`config.mk`:
```
export PLATFORM = sky130hd
export DESIGN_NAME = demux1x2
export DESIGN_NICKNAME = d
export VERILOG_FILES = /design/src/rtl/demux1x2.sv
export SDC_FILE = /design/constraint.sdc
export NUM_CORES = 1
export LEC_CHECK = 0
export CELL_PAD_IN_SITES_DETAIL_PLACEMENT = 1
export CELL_PAD_IN_SITES_GLOBAL_PLACEMENT = 1
export CORE_MARGIN = 1
export CORE_UTILIZATION = 34
export CTS_CLUSTER_SIZE = 16
export DETAILED_ROUTE_END_ITERATION = 8
export HOLD_SLACK_MARGIN = 0.06
export PLACE_DENSITY = 0.82
export SYNTH_ARGS = -nofsm -noshare
export SYNTH_HDL_FRONTEND = slang
export SYNTH_SLANG_ARGS = --single-unit
export TNS_END_PERCENT = 100
```
`constraint.sdc`:
```
create_clock -name clk -period 1.55 [get_ports clk]
set_clock_uncertainty 0.15 [all_clocks]
set_input_delay 0.2325 -clock clk [delete_from_list [all_inputs] [get_ports clk]]
set_output_delay 0.2325 -clock clk [all_outputs]
set_load 0.01 [all_outputs]
```
`src/rtl/demux1x2.sv`:
```
`default_nettype none
// ============================================================================
// Module   : demux1x2
// Purpose  : Receive-side 1:2 time-deinterleaver. Splits a single 8-bit
//            lane-interleaved stream (lane 0 slot, lane 1 slot, repeating)
//            back into two lanes, presenting each pair together with its
//            own valid flags and keeping per-lane counts of valid words.
// Ports    : clk          - rising-edge clock
//            reset        - asynchronous, active-low
//            Entrada      - interleaved data word
//            validEntrada - qualifies Entrada in the current slot
//            Salida0/1    - lane-0 / lane-1 words of the last completed pair
//            validSalida0/1 - valid flags for Salida0/1
//            par_listo    - one-cycle pulse when the pair outputs update
//            cuenta0/1    - wrapping counts of valid lane-0 / lane-1 words
// Revision : 1.0 - initial release
// ============================================================================
module demux1x2 #(
    parameter int unsigned LATENCIA_ENTRADA = 1   // 0..3 edges ignored after reset
) (
    input  logic       clk,
    input  logic       reset,
    input  logic [7:0] Entrada,
    input  logic       validEntrada,
    output logic [7:0] Salida0,
    output logic [7:0] Salida1,
    output logic       validSalida0,
    output logic       validSalida1,
    output logic       par_listo,
    output logic [7:0] cuenta0,
    output logic [7:0] cuenta1
);

    localparam logic [1:0] SALTO = 2'd0;
    localparam logic [1:0] FASE0 = 2'd1;
    localparam logic [1:0] FASE1 = 2'd2;

    localparam logic [1:0] c_skip_init  = LATENCIA_ENTRADA[1:0];
    // With no input latency to absorb, the first edge is already a lane-0 slot.
    localparam logic [1:0] c_state_init = (LATENCIA_ENTRADA == 0) ? FASE0 : SALTO;

    logic [1:0] r_state;
    logic [1:0] w_state_next;
    logic [1:0] r_skip;
    logic [7:0] r_hold;
    logic       r_hold_valid;

    logic       w_skip_dec;
    logic       w_load_hold;
    logic       w_load_pair;
    logic [7:0] w_din_masked;

    // Invalid slots are forced to zero so stale data never reaches a lane.
    assign w_din_masked = validEntrada ? Entrada : 8'h00;

    // ---------------------------------------------------------------- state
    always_ff @(posedge clk or negedge reset) begin
        if (!reset) begin
            r_state <= c_state_init;
        end else begin
            r_state <= w_state_next;
        end
    end

    // ----------------------------------------------------------- next state
    // Lane alternation is unconditional: validity never stalls the phase.
    always_comb begin
        w_state_next = r_state;
        case (r_state)
            SALTO:   w_state_next = (r_skip <= 2'd1) ? FASE0 : SALTO;
            FASE0:   w_state_next = FASE1;
            FASE1:   w_state_next = FASE0;
            default: w_state_next = FASE0;
        endcase
    end

    // ------------------------------------------------------ state decodes
    always_comb begin
        w_skip_dec  = 1'b0;
        w_load_hold = 1'b0;
        w_load_pair = 1'b0;
        case (r_state)
            SALTO:   w_skip_dec  = 1'b1;
            FASE0:   w_load_hold = 1'b1;
            FASE1:   w_load_pair = 1'b1;
            default: w_load_hold = 1'b0;
        endcase
    end

    // ------------------------------------------------------------- datapath
    always_ff @(posedge clk or negedge reset) begin
        if (!reset) begin
            r_skip       <= c_skip_init;
            r_hold       <= 8'h00;
            r_hold_valid <= 1'b0;
            Salida0      <= 8'h00;
            Salida1      <= 8'h00;
            validSalida0 <= 1'b0;
            validSalida1 <= 1'b0;
            par_listo    <= 1'b0;
            cuenta0      <= 8'h00;
            cuenta1      <= 8'h00;
        end else begin
            par_listo <= w_load_pair;

            if (w_skip_dec && (r_skip != 2'd0)) begin
                r_skip <= r_skip - 2'd1;
            end

            if (w_load_hold) begin
                r_hold       <= w_din_masked;
                r_hold_valid <= validEntrada;
                if (validEntrada) begin
                    cuenta0 <= cuenta0 + 8'd1;
                end
            end

            // Both lanes update on the same edge so the pair stays aligned.
            if (w_load_pair) begin
                Salida0      <= r_hold;
                validSalida0 <= r_hold_valid;
                Salida1      <= w_din_masked;
                validSalida1 <= validEntrada;
                if (validEntrada) begin
                    cuenta1 <= cuenta1 + 8'd1;
                end
            end
        end
    end

endmodule
`default_nettype wire
```
After elaboration in Yosys (flattened, before gate mapping). Cells that the tools add are included.

Multiply operators: 0. $add $sub $neg: 3. Order comparisons: 1. Multiplexer cells: 6. Eq/ne operators: 2. Div/mod/pow operators: 0. Reductions and logical operators: 5. Shift operators: 0. Bitwise gates (word level): 0.

Operator list (count): $add A8 B1 Y8 const B (2); $mux W8 (1); $mux W1 (4); $pmux W2 S2 (1); $reduce_and A2 Y1 (2); $eq A2 B1 Y1 const B (1); $eq A2 B2 Y1 const B (1); $le A2 B1 Y1 const B (1); $logic_not A2 Y1 (1); $reduce_bool A2 Y1 (1); $sub A2 B1 Y2 const B (1); $logic_and A1 B1 Y1 (1).

Output and inout port bits: 35. Bits in latches: 0. Register bits: 48. Input bits: 11. Memories kept: 0. RAM bits: 0. Word-level logic and storage cells: 28. ROM bits: 0.

Longest topological paths before layout. Gate-level depths: netlist of the first run.

Depth in word-level cells: 3. Depth in mapped cells: 6. Gate-level depth less buffers: 5.

Least setup slack after synthesis of the first run. No wires, ideal clock.

Path kind: register to register. Start: register r_skip[0]. End: register r_skip[1]. Library setup time: 126 ps. Cell stages (with the launch flop): 6. Arrival time: 1274 ps. Data required time: 1274 ps. Slack: 0 ps. Cells stage by stage: dfstp_2 -> inv_1 -> ha_1 -> or3_1 -> nand2_1 -> o21ai_0.

Word-level cells in the longest chain between the ends: 2.

RTL lines: start, declared (line 44) `logic [1:0] r_skip;`; start signal, assigned (line 93) `r_skip <= c_skip_init;`; start signal, assigned (line 107) `r_skip <= r_skip - 2'd1;`; parallel branches: the longest is 2 deep, another holds $sub A2 B1 Y2.

Several ways; the timed one is not identified. A chain may end at the register's enable or synchronous reset.

Final worst setup path of the first run. Ends and elaborated chain as after synthesis.

==> metrics.txt, run 1 <==
status=finished clean; row count=26; Fillers=602; critical path cell sequence=inv_1, ha_1, or3_4, nand2_1, o21ai_0; VDD IR-drop max=0.4762 mV; P_leak=between 1 and 1.5 nW; Max Slew Vio Count=0; register area share after synthesis=62.77%; vias per cell=approximately 4.7; pin count of the biggest net entering global routing=49; Required @ worst endpoint=approximately 1.6 ns; Final Hold Vio Count=0; Avg Inst Size Synth=~11 um2; CTS H-tree depth=2; first-pass GRT wire length=between 7000 and 8000 um; Setup CP Type=register to register; drt wl/cell=13.74 um; Non-Filler Instances=313; Setup Total Neg Slack=0 ns; post-synthesis cell type count=23; crit-path max FO=3; Buf/Inv on CP=1; Antenna Cells=0; All-Layer GR Usage=16.71%; delay-heaviest family, CP=flip-flops; drt total wl=4302 um; DIE AREA=5938 um2; final antenna-violating net count=0; initial antenna violation count=0; Setup violations, final=0; unrepaired setup endpoints after global routing=yes; critical path arrival=around 1.5 ns; nets@finish=257; Initial DRC Count=79; Fmax achieved=666.1 MHz; setup ws final=slightly below 0.05 ns; largest cells by area after synthesis=dfrtp_1 (61%), nand2_1 (13%), xnor2_1 (4.6%), o21ai_0 (4.4%), ha_1 (2.6%); clock tree buffer depth=2; net count after synthesis=197; DR vias=1472; maxcap violations=0; Initial Utilization=between 30% and 40%; type of the tightest min-delay check=primary input to async pin; placer congestion estimate=between 0.7 and 0.8; TritonCTS Buffers=5; pre-CTS setup slack=-0.1195 ns; critical path's largest stage delay=roughly 0.54 ns; clk root buf=clkbuf_8; die height=77.06 um; FF+latch count, synth=between 40 and 50; Die W=77.06 um; Synth Instances=about 180; fin util=49.95%; TritonRoute pass-1 iters=3; GR Overflow Total=0; number of clock sinks=48; cell taking the most area after synthesis=dfrtp_1; Clk Latency, worst-skew pair=around 0.30 ns; PwrDens=1253 nW/um2; clk slew on worst S/H paths=0.09 ns; dpl hpwl=3079 um; CTS tree=yes; detailed-route DRC error count=0; layout cells sized above 1=12.35%; IO buf count=45; Critical Path Sink Type=register; # IOs=46; slew at the pin with the worst max-slew slack=0.2511 ns; Area Growth Syn to Fin=37.43%; Startpoint Class=register; core area=~5300 um2; Post-Place Cells=299; Cell Area, Synth=1916 um2; minimum clock period=between 1.5 and 2 ns; slew margin rel.=about 83%; Worst path slowest cell=dfstp_2; final hold slack=0.2911 ns; Syn. warnings=0; post-synth top area share=a little over 60%; vias in the first global route=between 1500 and 2000; fin crit share=96.86%
[layout by cell type (no fill, tap or decap), types with 2 or more instances in the layout]
cell type / count
xor2_1: 5
clkdlybuf4s50_1: 9
nor3_1: 2
ha_1: 4
xnor2_1: 10
mux2_2: 2
and3_1: 3
clkbuf_8: 5
nand3_1: 2
buf_4: 13
dfrtp_1: 47
nand2b_1: 2
nand2_1: 65
nand4_1: 3
inv_1: 2
dlygate4sd2_1: 34
o21ai_0: 17
inv_2: 2
nor2_1: 3
[metrics by stage]
step           power (mW)  area, um2
2_1_floorplan       1.960       1916
3_3_place_gp        2.429       2495
3_5_place_dp        2.470       2495
4_1_cts             3.347       2613
5_1_grt             3.506       2633
6_report            3.299       2633
[cell usage after synthesis]
| master | count |
|---|---|
| or3_1 | 1 |
| nand4b_2 | 1 |
| xnor2_1 | 10 |
| and3_1 | 3 |
| o21ai_0 | 17 |
| nand2_1 | 65 |
| clkbuf_1 | 1 |
| dfrtp_1 | 47 |
| inv_2 | 2 |
| nand3_1 | 2 |
| dfstp_2 | 1 |
| mux2_2 | 2 |
| and3b_1 | 1 |
| buf_2 | 6 |
| inv_1 | 2 |
| nor2_1 | 3 |
| xor2_1 | 5 |
| ha_1 | 4 |
| nor4_2 | 1 |
| o21bai_1 | 1 |
| nor3_1 | 2 |
| nand2b_1 | 2 |
| nand4_1 | 3 |
[final timing paths]
kind / slack [ns] / from / end / cells after the start
setup / recovery: 0.05 / r_skip[0] / r_skip[1] / 5
hold / removal: 0.29 / reset / r_state[0] / 3
setup reg to reg: 0.05 / r_skip[0] / r_skip[1] / 5
hold reg to reg: 0.33 / cuenta0[7] / cuenta0[7] / 1
max in group asynchronous: 0.70 / reset / r_skip[0] / 3
min in group clk: 0.33 / cuenta0[7] / cuenta0[7] / 1
[what timing repair did]
action / CTS / global route
gates resized for setup: 35 / 3
endpoints found under the setup margin: 36 / 5
endpoints found under the hold margin: 48 / 0
pin swaps: 1 / 0
buffers inserted: 5 / 0
hold buffers: 1 / 0
[state kept, by name, indices dropped and copies added, names as in the netlist]
register and flops:
par_listo 1, r_hold 8, cuenta0 8, validSalida1 1, Salida1 8, r_state 2, validSalida0 1, cuenta1 8
r_hold_valid 1, r_skip 2, Salida0 8
[where the power goes]
group	internal, mW	switching, mW	leakage [nW]
Sequential	1.43	0.138	0.605
Combinational	0.436	0.417	0.690
Clock	0.479	0.397	0.0552
[metal layers]
metal	GRT usage, %	vias up	wire length, um
met2	29.02	21	2296
met1	20.14	741	1804
li1	-	705	-
met3	3.452	5	120
met4	6.792	0	80
met5	0	-	0
[kinds of logic (layout without fill, tap and decap cells)]
family	Yosys count	in the layout	share of synthesized area (%)
AOI/OAI and AO/OA	18	18	4.834
muxes	2	2	1.176
adders and majority gates	4	4	2.613
xor gates and xnor gates	15	15	6.858
DFF	48	48	62.77
buffers and inverters	11	72	2.548
and+or+nand+nor	84	84	19.20
[worst reg2reg max path: stages (launching register included)]
cell     delay (ns)
dfstp_2        0.54
inv_1          0.05
ha_1           0.18
or3_4          0.34
nand2_1        0.07
o21ai_0        0.07
[cell type report]
class,count,area [um2],share of cell area [%]
clock buffers,6,72.57,2.757
clock inverters,2,35.03,1.331
inverters,4,15.01,0.5703
multi-input cells,123,686.9,26.09
flip-flops and latches,48,1202,45.67
well taps,70,87.58,3.327
repair buffers,60,533.0,20.25
Power figures use the tool's default switching activity.
==> inputs of run 2 (changes only) <==
--- a/config.mk
+++ b/config.mk
@@ -16,4 +16,4 @@
 export SYNTH_ARGS = -nofsm -noshare
 export SYNTH_HDL_FRONTEND = slang
 export SYNTH_SLANG_ARGS = --single-unit
-export TNS_END_PERCENT = 100
+export TNS_END_PERCENT = 1
==> run 2 against run 1 <==
Largest cell class unchanged. Critical path type unchanged. Die area unchanged. Worst hold slack about the same. Sequential power about the same. Register-to-register slack about the same. Final area down 0.28%. Flip-flop and latch count unchanged. Power down 0.66%. Global-route usage about the same. Combinational power down 3.9%. Critical path depth unchanged. Setup slack about the same. Clock power about the same.
==> metrics.txt, run 2 (same netlist as run 1, synthesis figures left out) <==
# IOs=46; clock share of power=a little over a quarter; clock tree buffer depth=2; Worst path slowest cell=dfstp_2; die height=77.06 um; dpl hpwl=between 3000 and 4000 um; PwrDens=between 1000 and 1500 nW/um2; DIE AREA=between 5000 and 6000 um2; IO buf count=45; Clk Latency, worst-skew pair=0.30 ns; slew at the pin with the worst max-slew slack=approximately 0.25 ns; most common cell after layout, fill and taps aside=nand2_1; vias per cell=4.696; row count=26; Final Hold Vio Count=0; Startpoint Class=register; Area Growth Syn to Fin=37.03%; Setup violations, final=0; drt total wl=4293 um; final hold slack=0.2910 ns; VDD IR-drop max=0.4755 mV; Initial DRC Count=88; pin count of the biggest net entering global routing=49; clk slew on worst S/H paths=about 0.09 ns; status=finished clean; Required @ worst endpoint=1.59 ns; critical path arrival=~1.5 ns; number of clock sinks=48; Fmax achieved=666.1 MHz; unrepaired setup endpoints after global routing=yes; clk root buf=clkbuf_8; pre-CTS setup slack=-0.1195 ns; critical path's largest stage delay=0.54 ns; sw power=about 0.95 mW; nets@finish=~260; slew margin rel.=83.13%; fin crit share=a little over nine tenths; layout cells sized above 1=a little under an eighth; CTS H-tree depth=2; core area=5270 um2; type of the tightest min-delay check=primary input to async pin; Setup CP Type=register to register; drt wl/cell=around 14 um; All-Layer GR Usage=roughly 17%; Critical Path Sink Type=register; CTS tree=yes; Design Power=3.278 mW; Max Slew Vio Count=0; delay-heaviest family, CP=flip-flops; most frequent cells in the layout=nand2_1 (65), dfrtp_1 (47), dlygate4sd2_1 (34); crit-path max FO=3; Int Power=between 2 and 2.5 mW; setup ws final=0.04861 ns; placer congestion estimate=around 0.80; P_leak=1.346 nW; Buf/Inv on CP=1; vias in the first global route=1553; TritonCTS Buffers=5; DR vias=about 1500; detailed-route DRC error count=0; register share of total power=48.3%; minimum clock period=between 1.5 and 2 ns; maxcap violations=0; Antenna Cells=0; critical path cell sequence=inv_1, ha_1, or3_4, nand2_1, o21ai_0; initial antenna violation count=0; Die W=between 70 and 80 um; sw frac=28.86%; first-pass GRT wire length=7652 um; final antenna-violating net count=0; TritonRoute pass-1 iters=3; Comb pwr share=25.0%; Initial Utilization=36.35%; GR Overflow Total=0
-- run 2: changes by cell type in the layout (fill, tap and decap cells not counted), sizes merged --
cell  delta
buf      -1
-- run 2: final cells by class --
cell class | instances | area (um2)
Tap cell | 70 | 87.58
Clock inverter | 2 | 35.03
Timing Repair Buffer | 59 | 525.5
Inverter | 4 | 15.01
Clock buffer | 6 | 72.57
Sequential cell | 48 | 1202
Fill cell | 601 | 2645
Multi-Input combinational cell | 123 | 686.9
-- run 2: power by group through the flow --
stage                     clock, mW  combinational [mW]  sequential (mW)
after floorplan                   0               0.259             1.70
after global placement            0               0.774             1.65
after detailed placement          0               0.804             1.67
after CTS                     0.910               0.833             1.58
after global routing          0.950               0.914             1.62
final                         0.875               0.820             1.58
-- run 2: repair_timing --
item / CTS / global route
cloned: 0 / 0
pin swaps: 1 / 0
buffers inserted: 4 / 0
setup endpoints to repair: 36 / 5
resized for setup: 35 / 3
endpoints found under the hold margin: 48 / 0
hold buffers: 1 / 0
-- run 2: per-stage QoR --
| step | util, % | instances | setup TNS (ns) | instance area [um2] |
|---|---|---|---|---|
| after floorplan | - | 182 | 0 | 1916 |
| after global placement | 47.34 | 299 | -0.2301 | 2495 |
| after detailed placement | 47.34 | 299 | -0.6501 | 2495 |
| after global routing | 49.81 | 312 | -0.01252 | 2625 |
| after CTS | 49.43 | 312 | 0 | 2605 |
| final | 49.81 | 312 | 0 | 2625 |
-- run 2: metal layers --
layer	wire length, um	track usage, %	up-vias	part of all wire [%]
met5	0	0	-	0
met4	80	6.792	0	1.9
met3	120	3.452	5	2.8
met2	2285	28.84	21	53
met1	1806	20.22	736	42
li1	-	-	703	-
-- run 2: final timing paths --
path	startpoint	endpoint	slack, ns	depth (start not counted)
hold / removal	reset	r_state[0]	0.29	3
setup / recovery	r_skip[0]	r_skip[1]	0.05	5
max in group asynchronous	reset	r_skip[0]	0.70	3
hold reg to reg	cuenta0[7]	cuenta0[7]	0.33	1
min in group clk	cuenta0[7]	cuenta0[7]	0.33	1
setup reg to reg	r_skip[0]	r_skip[1]	0.05	5
-- run 2: worst register-to-register path, cell delays in order, from the launching register on --
cell,delay [ns]
dfstp_2,0.54
inv_1,0.05
ha_1,0.18
or3_4,0.34
nand2_1,0.07
o21ai_0,0.07
==> inputs of run 3 (changes only) <==
--- a/config.mk
+++ b/config.mk
@@ -7,10 +7,10 @@
 export LEC_CHECK = 0
 export CELL_PAD_IN_SITES_DETAIL_PLACEMENT = 1
 export CELL_PAD_IN_SITES_GLOBAL_PLACEMENT = 1
-export CORE_MARGIN = 1
 export CORE_UTILIZATION = 34
 export CTS_CLUSTER_SIZE = 16
 export DETAILED_ROUTE_END_ITERATION = 8
+export GPL_ROUTABILITY_DRIVEN = 1
 export HOLD_SLACK_MARGIN = 0.06
 export PLACE_DENSITY = 0.82
 export SYNTH_ARGS = -nofsm -noshare
==> results of run 3 <==
The final DEF is identical to that of run 2; final timing and power are the same.
